<file path="src/rtl/vec_lane_sequencer_pkg.sv">
// Shared definitions for the vector lane sequencer: lane geometry, pipeline
// field widths, the opcodes the sequencer recognises and its state encoding.
package vec_lane_sequencer_pkg;

   localparam int VLANE_COUNT   = 4;
   localparam int VLANE_WIDTH   = 16;
   localparam int OPCODE_WIDTH  = 8;
   localparam int REG_WIDTH     = 16;
   localparam int VREG_ID_WIDTH = 4;

   // Scalar opcode that must pass through untouched (handled by Execute).
   localparam logic [OPCODE_WIDTH-1:0] OP_ADD_D     = 8'h00;

   localparam logic [OPCODE_WIDTH-1:0] OP_VADD      = 8'h60;
   localparam logic [OPCODE_WIDTH-1:0] OP_VMOV      = 8'h61;
   localparam logic [OPCODE_WIDTH-1:0] OP_VMOVI     = 8'h62;
   localparam logic [OPCODE_WIDTH-1:0] OP_VCOMPMOV  = 8'h63;
   localparam logic [OPCODE_WIDTH-1:0] OP_VCOMPMOVI = 8'h64;

   typedef enum logic [1:0] {
      VSEQ_IDLE = 2'd0,
      VSEQ_EXEC = 2'd1,
      VSEQ_DONE = 2'd2
   } vseq_state_e;

   function automatic logic is_vec_op(input logic [OPCODE_WIDTH-1:0] op);
      return (op == OP_VADD)     || (op == OP_VMOV)     || (op == OP_VMOVI) ||
             (op == OP_VCOMPMOV) || (op == OP_VCOMPMOVI);
   endfunction

   // Single-lane ops: only the lane chosen by I_Idx is rewritten.
   function automatic logic is_compmov(input logic [OPCODE_WIDTH-1:0] op);
      return (op == OP_VCOMPMOV) || (op == OP_VCOMPMOVI);
   endfunction

endpackage

</file>
<file path="src/rtl/vec_lane_sequencer_lane_alu.sv">
// Combinational per-lane ALU shared by all lanes of the sequencer.
//   opcode : captured vector opcode
//   a      : lane of vector source 1, or the scalar source for VCOMPMOV
//   b      : lane of vector source 2
//   imm    : immediate lane value
//   result : lane result (VADD wraps modulo 2^LANE_W)
module vec_lane_sequencer_lane_alu
   import vec_lane_sequencer_pkg::*;
#(
   parameter int LANE_W = VLANE_WIDTH
) (
   input  logic [OPCODE_WIDTH-1:0] opcode,
   input  logic [LANE_W-1:0]       a,
   input  logic [LANE_W-1:0]       b,
   input  logic [LANE_W-1:0]       imm,
   output logic [LANE_W-1:0]       result
);

   always_comb begin
      result = '0;
      case (opcode)
         OP_VADD:                  result = a + b;
         OP_VMOV, OP_VCOMPMOV:     result = a;
         OP_VMOVI, OP_VCOMPMOVI:   result = imm;
         default:                  result = '0;
      endcase
   end

endmodule

</file>
<file path="src/rtl/vec_lane_sequencer.sv">
// Multi-cycle vector sequencer: runs one lane per cycle through a shared lane
// ALU, holds decode off while busy, honours the GPU stall and presents the
// assembled vector with a write enable while in DONE. State updates on the
// falling clock edge, like the other pipeline stages.
//   I_CLOCK, I_RESET     : clock (falling edge), synchronous active-high reset
//   I_LOCK               : pipeline enable; low aborts an op in flight
//   I_DE_Valid/I_Opcode  : decoded instruction from decode
//   I_Idx                : lane select for the COMPMOV ops
//   I_Imm, I_Src1Value   : immediate / scalar source (low LANE_W bits)
//   I_DestVRegIdx        : destination vector register
//   I_VecSrc1Value/2     : vector sources (src1 also preloads the result)
//   I_GPUStallSignal     : back-pressure, freezes EXEC and holds DONE
//   O_Busy_Signal        : high whenever not IDLE
//   O_VecDestValue       : assembled result, lane i at [i*LANE_W +: LANE_W]
//   O_DestVRegIdx        : captured destination index
//   O_VRegWEn            : vector register write enable (DONE only)
//   O_LaneIdx            : lane currently being computed
module vec_lane_sequencer
   import vec_lane_sequencer_pkg::*;
#(
   parameter int LANES  = VLANE_COUNT,
   parameter int LANE_W = VLANE_WIDTH
) (
   input  logic                     I_CLOCK,
   input  logic                     I_RESET,
   input  logic                     I_LOCK,
   input  logic                     I_DE_Valid,
   input  logic [OPCODE_WIDTH-1:0]  I_Opcode,
   input  logic [1:0]               I_Idx,
   input  logic [REG_WIDTH-1:0]     I_Imm,
   input  logic [REG_WIDTH-1:0]     I_Src1Value,
   input  logic [VREG_ID_WIDTH-1:0] I_DestVRegIdx,
   input  logic [LANES*LANE_W-1:0]  I_VecSrc1Value,
   input  logic [LANES*LANE_W-1:0]  I_VecSrc2Value,
   input  logic                     I_GPUStallSignal,
   output logic                     O_Busy_Signal,
   output logic [LANES*LANE_W-1:0]  O_VecDestValue,
   output logic [VREG_ID_WIDTH-1:0] O_DestVRegIdx,
   output logic                     O_VRegWEn,
   output logic [1:0]               O_LaneIdx
);

   localparam logic [1:0] LAST_LANE = 2'(LANES - 1);

   vseq_state_e               state_q, state_d;
   logic                      accept;
   logic                      lane_step;

   logic [OPCODE_WIDTH-1:0]   op_q;
   logic [1:0]                lane_q;
   logic [LANES*LANE_W-1:0]   src1_q;
   logic [LANES*LANE_W-1:0]   src2_q;
   logic [LANE_W-1:0]         imm_q;
   logic [LANE_W-1:0]         scal_q;
   logic [LANES*LANE_W-1:0]   result_q;
   logic [VREG_ID_WIDTH-1:0]  dest_q;

   logic [LANE_W-1:0]         alu_a;
   logic [LANE_W-1:0]         alu_b;
   logic [LANE_W-1:0]         alu_result;

   always_ff @(negedge I_CLOCK) begin
      if (I_RESET) begin
         state_q <= VSEQ_IDLE;
      end else begin
         state_q <= state_d;
      end
   end

   always_comb begin
      state_d   = state_q;
      accept    = 1'b0;
      lane_step = 1'b0;
      case (state_q)
         VSEQ_IDLE: begin
            if (I_LOCK && I_DE_Valid && is_vec_op(I_Opcode)) begin
               accept  = 1'b1;
               state_d = VSEQ_EXEC;
            end
         end
         VSEQ_EXEC: begin
            if (!I_LOCK) begin
               state_d = VSEQ_IDLE;
            end else if (!I_GPUStallSignal) begin
               lane_step = 1'b1;
               if (is_compmov(op_q) || (lane_q == LAST_LANE)) begin
                  state_d = VSEQ_DONE;
               end
            end
         end
         VSEQ_DONE: begin
            if (!I_LOCK || !I_GPUStallSignal) begin
               state_d = VSEQ_IDLE;
            end
         end
         default: state_d = VSEQ_IDLE;
      endcase
   end

   // VCOMPMOV takes its lane value from the scalar source, not vector src1.
   assign alu_a = is_compmov(op_q) ? scal_q : src1_q[lane_q*LANE_W +: LANE_W];
   assign alu_b = src2_q[lane_q*LANE_W +: LANE_W];

   vec_lane_sequencer_lane_alu #(
      .LANE_W (LANE_W)
   ) u_lane_alu (
      .opcode (op_q),
      .a      (alu_a),
      .b      (alu_b),
      .imm    (imm_q),
      .result (alu_result)
   );

   always_ff @(negedge I_CLOCK) begin
      if (I_RESET) begin
         op_q     <= '0;
         lane_q   <= '0;
         src1_q   <= '0;
         src2_q   <= '0;
         imm_q    <= '0;
         scal_q   <= '0;
         result_q <= '0;
         dest_q   <= '0;
      end else if (accept) begin
         op_q     <= I_Opcode;
         lane_q   <= is_compmov(I_Opcode) ? I_Idx : 2'd0;
         src1_q   <= I_VecSrc1Value;
         src2_q   <= I_VecSrc2Value;
         imm_q    <= I_Imm[LANE_W-1:0];
         scal_q   <= I_Src1Value[LANE_W-1:0];
         // Preload so lanes untouched by the COMPMOV ops keep the destination.
         result_q <= I_VecSrc1Value;
         dest_q   <= I_DestVRegIdx;
      end else if (lane_step) begin
         result_q[lane_q*LANE_W +: LANE_W] <= alu_result;
         if (!is_compmov(op_q) && (lane_q != LAST_LANE)) begin
            lane_q <= lane_q + 2'd1;
         end
      end
   end

   assign O_Busy_Signal  = (state_q != VSEQ_IDLE);
   assign O_VRegWEn      = (state_q == VSEQ_DONE);
   assign O_VecDestValue = result_q;
   assign O_DestVRegIdx  = dest_q;
   assign O_LaneIdx      = lane_q;

endmodule

</file>
<file path="config.mk">
export PLATFORM = sky130hd
export DESIGN_NAME = vec_lane_sequencer
export DESIGN_NICKNAME = d
export VERILOG_FILES = /design/src/rtl/vec_lane_sequencer_pkg.sv /design/src/rtl/vec_lane_sequencer_lane_alu.sv /design/src/rtl/vec_lane_sequencer.sv
export SDC_FILE = /design/constraint.sdc
export NUM_CORES = 1
export LEC_CHECK = 0
export CAP_MARGIN = 20
export CORE_ASPECT_RATIO = 1.5
export CORE_UTILIZATION = 30
export DETAILED_ROUTE_END_ITERATION = 16
export HOLD_SLACK_MARGIN = 0.06
export SYNTH_ARGS = -nofsm -noshare
export SYNTH_HDL_FRONTEND = slang
export SYNTH_SLANG_ARGS = --single-unit
</file>
<file path="constraint.sdc">
create_clock -name I_CLOCK -period 3.8 [get_ports I_CLOCK]
set_input_delay 0.76 -clock I_CLOCK [delete_from_list [all_inputs] [get_ports I_CLOCK]]
set_output_delay 0.76 -clock I_CLOCK [all_outputs]
set_load 0.02 [all_outputs]
</file>
==> flow_summary.yaml <==
yosys:
  syn_area_sq_mm: 0.0110
  synthCells: 1296
  synth_top_family_by_area: "simple AND/OR/NAND/NOR gates"
  ys.flop_type: "dfxtp_1"
  synth-compound-area-share_pct: 19.4
  synth.avg_cell_area_sq_um: 8.48
  ys_async_sr_fraction_pct: 0
  synth_top_area_cell: "dfxtp_1"
  ys_ff_latch: 240
  synthXorXnorAreaFrac_pct: 0.797
  synthMuxAreaShare_pct: 9.07
  synth_cell_type_count: 70
  synth_area_leaders: "dfxtp_1 44%, nand2_1 13%, a21oi_1 8.9%"
  synth_fa_ha_area_share_pct: 2.35
  synth_simple_gate_area_share_pct: 20.3
  synth_edf_count: 0
  ys_warn_count: 0
  synth_nets: 1495
  yosysMostFrequentCell: "nand2_1"
  seq_area_frac_synth_pct: 43.7
  synth_common_cells: "374 x nand2_1, 240 x dfxtp_1, 196 x a21oi_1"
  synth_top_area_share_pct: 43.7
timing:
  fin_worst_skew_ps: 41.1
  slew_violations: 0
  maxSlewHeadroom_pct: 41.5
  setup_viol: 172
  setup_ws_ps: -419
  rsz0062_at_grt: "true"
  max_slew.worst_pin.slew_ps: 878
  hold_viol_final: 0
power_and_ir_drop:
  swShare_pct: 29.6
  internal-power_uw: 4590
  p_total_uw: 6520
  peakVddDrop_mv: 0.261
  p_comb_share_pct: 5.2
  power.switching_uw: 1930
  p_seq_share_pct: 39.1
  p_leak_uw: 0.00718
  clock_power_share_pct: 55.7
  p_per_area_mw_per_mm2: 384
setup_path:
  startpoint_type: "input pin"
  cp_data_required_time_ps: 2350
  crit_path_end_kind: "register"
  critPathSlowestCell: "or4b_4"
  crit_family: "simple AND/OR/NAND/NOR gates"
  critPathMaxFanout: 9
  critical_path_arrival_ps: 2770
  crit_type: "input pin to register"
  critical-path-max-stage-delay_ps: 530
  crit_top_cell: "buf_6"
  path_cells: "buf_6 > or4b_4 > nor4b_4 > buf_6 > a21oi_4 > buf_6 > a222oi_1 > nor2_1"
  crit_buf_inv: 3
clocking:
  cts.root.buffer_cell: "clkbuf_16"
  cts_made_buffers: 27
  clkSinkCount: 240
  cts_max_level: 1
  clock_latency_ps: 620
  hold_buffers: 0
  clkTransAtPathRegs_ps: 30
  cts_tree: "yes"
  clk_path_buf_depth: 3
place:
  place_hpwl_mm: 28.7
  placed_area_sq_mm: 0.0146
  io_buffers: 250
  place_congestion: 0.886
  post-place-ws_ps: -1250
final_layout:
  fillCellCount: 3579
  antenna_cells: 0
  synthToLayoutAreaGrowth_pct: 54.6
  drive_above_1_share_pct: 21.1
  final_cell_area_sq_mm: 0.0170
  nets: 2045
detailed_routing:
  routed_via_density: 5.18
  drc: 0
  routed_wl_mm: 42.6
  antenna_left: 0
  num_vias: 12100
  drt_iter0_markers: 904
  routedWlPerCell_um: 18.2
  first_pass_iters: 11
grt:
  grt_max_degree: 72
  antenna_found_initial: 3
  gr-total-overflow: 0
  grt_pass1_vias: 12300
  track_usage_pct: 22.3
  grt_pass1_wl_mm: 64.3
floorplan:
  die_w_um: 158
  pin_count: 251
  die_h_um: 236
  core.rowCount: 85
  start_util_pct: 30.6
  die_area_sq_mm: 0.0374
  coreArea_sq_mm: 0.0359
run_status:
  status: "finished, violations left"
  violations: "negative setup slack"
worst_hold_path:
  hp-class: "register to register"
run:
  cap_violations: 0
==> cells by family (layout without fill, tap and decap cells) <==
logic type | after synthesis | after routing
and+or+nand+nor | 520 | 520
AOI/OAI and AO/OA | 338 | 339
DFF | 240 | 240
buffers and inverters | 111 | 678
muxes | 57 | 57
adders and majority gates | 20 | 20
xor gates and xnor gates | 10 | 10
==> power groups by stage <==
stage	combinational [uW]	sequential (uW)	clock, uW
after CTS	330	2550	3730
final	338	2550	3630
after floorplan	64.9	2580	383
after global placement	326	2580	383
after global routing	354	2540	4020
after detailed placement	322	2580	383
==> final timing paths <==
path / from / endpoint / slack (ps) / cells past startpoint
min reg2reg: src2_q[30]$_SDFFE_NP0P_ / src2_q[30]$_SDFFE_NP0P_ / 450 / 2
max: I_Opcode[7] / O_VecDestValue[9]$_SDFFE_NP0P_ / -420 / 8
max reg2reg: op_q[2]$_SDFFE_NP0P_ / O_VecDestValue[9]$_SDFFE_NP0P_ / -300 / 15
min: src2_q[30]$_SDFFE_NP0P_ / src2_q[30]$_SDFFE_NP0P_ / 450 / 2
==> layout make-up <==
cell class | instances | area (sq um) | area share [%]
clock buffers | 27 | 676 | 3.98
clock inverters | 260 | 1090 | 6.42
inverters | 11 | 41.3 | 0.243
multi-input cells | 946 | 6050 | 35.6
flip-flops and latches | 240 | 4820 | 28.4
well taps | 478 | 598 | 3.52
repair buffers | 380 | 3700 | 21.8
==> worst min-delay path, cell delays in order (launching register included) <==
cell and delay (ps):
dfxtp_1 290, nand2_1 50, a21oi_1 50
==> per-stage QoR <==
stage / hold slack (ps) / instances / TNS [ps] / utilization [%]
final: 447 / 2342 / -13630 / 47.2
after global routing: 468 / 2342 / -23990 / 47.2
after CTS: 450 / 2335 / -13950 / 46.6
after detailed placement: 445 / 2025 / -262740 / 40.7
after global placement: 439 / 2025 / -261410 / 40.7
after floorplan: 432 / 1296 / -100630 / -
==> routing by layer <==
metal  global-route usage [%]  up-vias  part of all wire [%]
li1                         -     5707                     -
met3                     4.56       98                   6.4
met1                     25.5     5811                    39
met5                        0        -                     0
met2                     38.5      520                    51
met4                     11.4        0                   3.3
==> registers in the layout, indices dropped and copies added, names as in the netlist <==
| register | flops |
|---|---|
| O_VecDestValue | 64 |
| src1_q | 64 |
| src2_q | 64 |
| imm_q | 16 |
| scal_q | 16 |
| op_q | 8 |
| O_DestVRegIdx | 4 |
| O_LaneIdx | 2 |
| state_q | 2 |
==> layout by cell type, fill, tap and decap left out, types with 6 or more instances in the layout <==
cell type	Yosys	final
a21oi_1	196	170
xor2_1	6	6
a221oi_2	0	9
dfxtp_2	0	13
nand2_1	374	359
a21oi_2	1	23
nor2_1	65	64
inv_1	12	258
mux4_2	32	32
buf_12	0	16
nand3_1	8	7
nand4_1	6	6
a222oi_1	33	33
clkdlybuf4s50_1	0	166
buf_2	26	54
mux2_2	19	19
a31oi_1	12	11
a22oi_1	8	8
nor3_1	10	9
nor3b_1	8	7
ha_1	19	19
dfxtp_1	240	227
buf_6	1	21
o21ai_0	15	11
nor2b_1	9	6
buf_4	5	102
buf_16	0	8
clkbuf_16	0	27
nand2_2	0	10
dlygate4sd2_1	0	6
o22ai_1	14	14
==> what timing repair did <==
action | in CTS | in global routing
buffers inserted | 13 | 7
endpoints found under the setup margin | 311 | 260
pin swaps | 30 | 13
cloned | 12 | 0
resized for setup | 402 | 53
(Power assumes the default switching activity.)
==> RTL change (same settings) <==
The package constant `VLANE_COUNT` goes from 4 to 8.
--- a/src/rtl/vec_lane_sequencer_pkg.sv
+++ b/src/rtl/vec_lane_sequencer_pkg.sv
@@ -4,3 +4,3 @@
 
-   localparam int VLANE_COUNT   = 4;
+   localparam int VLANE_COUNT   = 8;
    localparam int VLANE_WIDTH   = 16;
Interface: changed (resized I_VecSrc1Value, I_VecSrc2Value and O_VecDestValue); port bits go from 251 to 443. The function was not compared with the original's and may differ.
==> RTL change against the original RTL <==
  * Total power up 21%
  * Sequential share of layout area increased by 0.88 points
  * Routed wire length grew 27%
  * Setup slack better by 0.21 ns
  * Synthesized area grew 20%
  * Sequential power up 27%
  * The flow still finishes with violations (negative setup slack)
  * Final area grew 24%
  * Cell count is 26% higher
  * Critical path depth fell by 5
  * Sequential cell count rose by 64
  * Via count is 23% higher
==> RTL change: results (changes against the original RTL) <==
synth:
  synth_xor_area_share_pct: 0.3329  # -0.46 points
  ys_top_cells_by_count: "nand2_1, dfxtp_1, a21oi_1"
  synth_compound_area_share_pct: 20.67  # +1.2 points
  synth_fa_ha_area_share_pct: 2.054  # -0.29 points
  muxShareOfSynthArea_pct: 7.086  # -2.0 points
  post_synth_num_cell_types: 58  # -17%
outcome:
  run_status: "complete, but fails checks"
  violations: "negative setup slack"
finish:
  clock_buffers: 31  # +15%
  n_antenna_cell: 4  # +4
  nNonClkBuffers: 538  # +42%
  clkCellAreaFrac_pct: 10.03  # -0.37 points
  n_fill_cell: 4234  # +18%
  instances_no_fill: 2940  # +26%
pwr:
  power_mw: 7.905  # +21%
  ir_worst_vdd_mv: 0.3598  # +38%
  powerComb_uw: 417  # +23%
place:
  dp.cells: 2554  # +26%
  dp_hpwl_um: 37850  # +32%
  post-place-ws_ns: -0.9673  # +0.2873 ns
global_routing:
  antenna_found_initial: 5  # +2
  grt_pass1_wl_um: 80670  # +25%
worst_setup_path:
  rr_worst_depth: 13  # -2
timing:
  tightest_slew_ns: 0.9903  # +0.1127 ns
  setup_viol: 2  # -99%
  fin_ws_ns: -0.2080  # +0.2109 ns
drt:
  dr.pass1.iters: 5  # -6
RTL change: changes by cell type in the layout (fill, tap and decap cells not counted), sizes merged, moves of 14 or more:
cell,delta
clkdlybuf4s50,+64
a21oi,+63
nor2,-26
buf,+92
o22ai,+21
mux2,-14
inv,+59
dfxtp,+64
nand2,+119
a21boi,+22
RTL change: worst paths after layout:
check	from	endpoint	slack (ns)
worst max-delay path	state_q[1]	O_VRegWEn	-0.21
worst min register to register	O_VecDestValue[82]	O_VecDestValue[82]	0.45
worst min-delay path	O_VecDestValue[82]	O_VecDestValue[82]	0.45
worst max register to register	op_q[2]	O_VecDestValue[29]	0.11
RTL change: per-layer routing:
layer  vias to the layer above  part of all wire [%]  GRT usage, %
li1                       7120                     -             -
met1                      7083                    38         24.53
met2                       611                    51         40.08
met3                       118                   6.3         5.927
met4                         2                   4.8         15.46
met5                         -                 0.024             0
RTL change: worst max-delay path: stages, from the launching register on:
cell,delay (ns)
dfxtp_2,0.33
buf_6,0.09
nor2b_4,0.16
buf_6,0.15
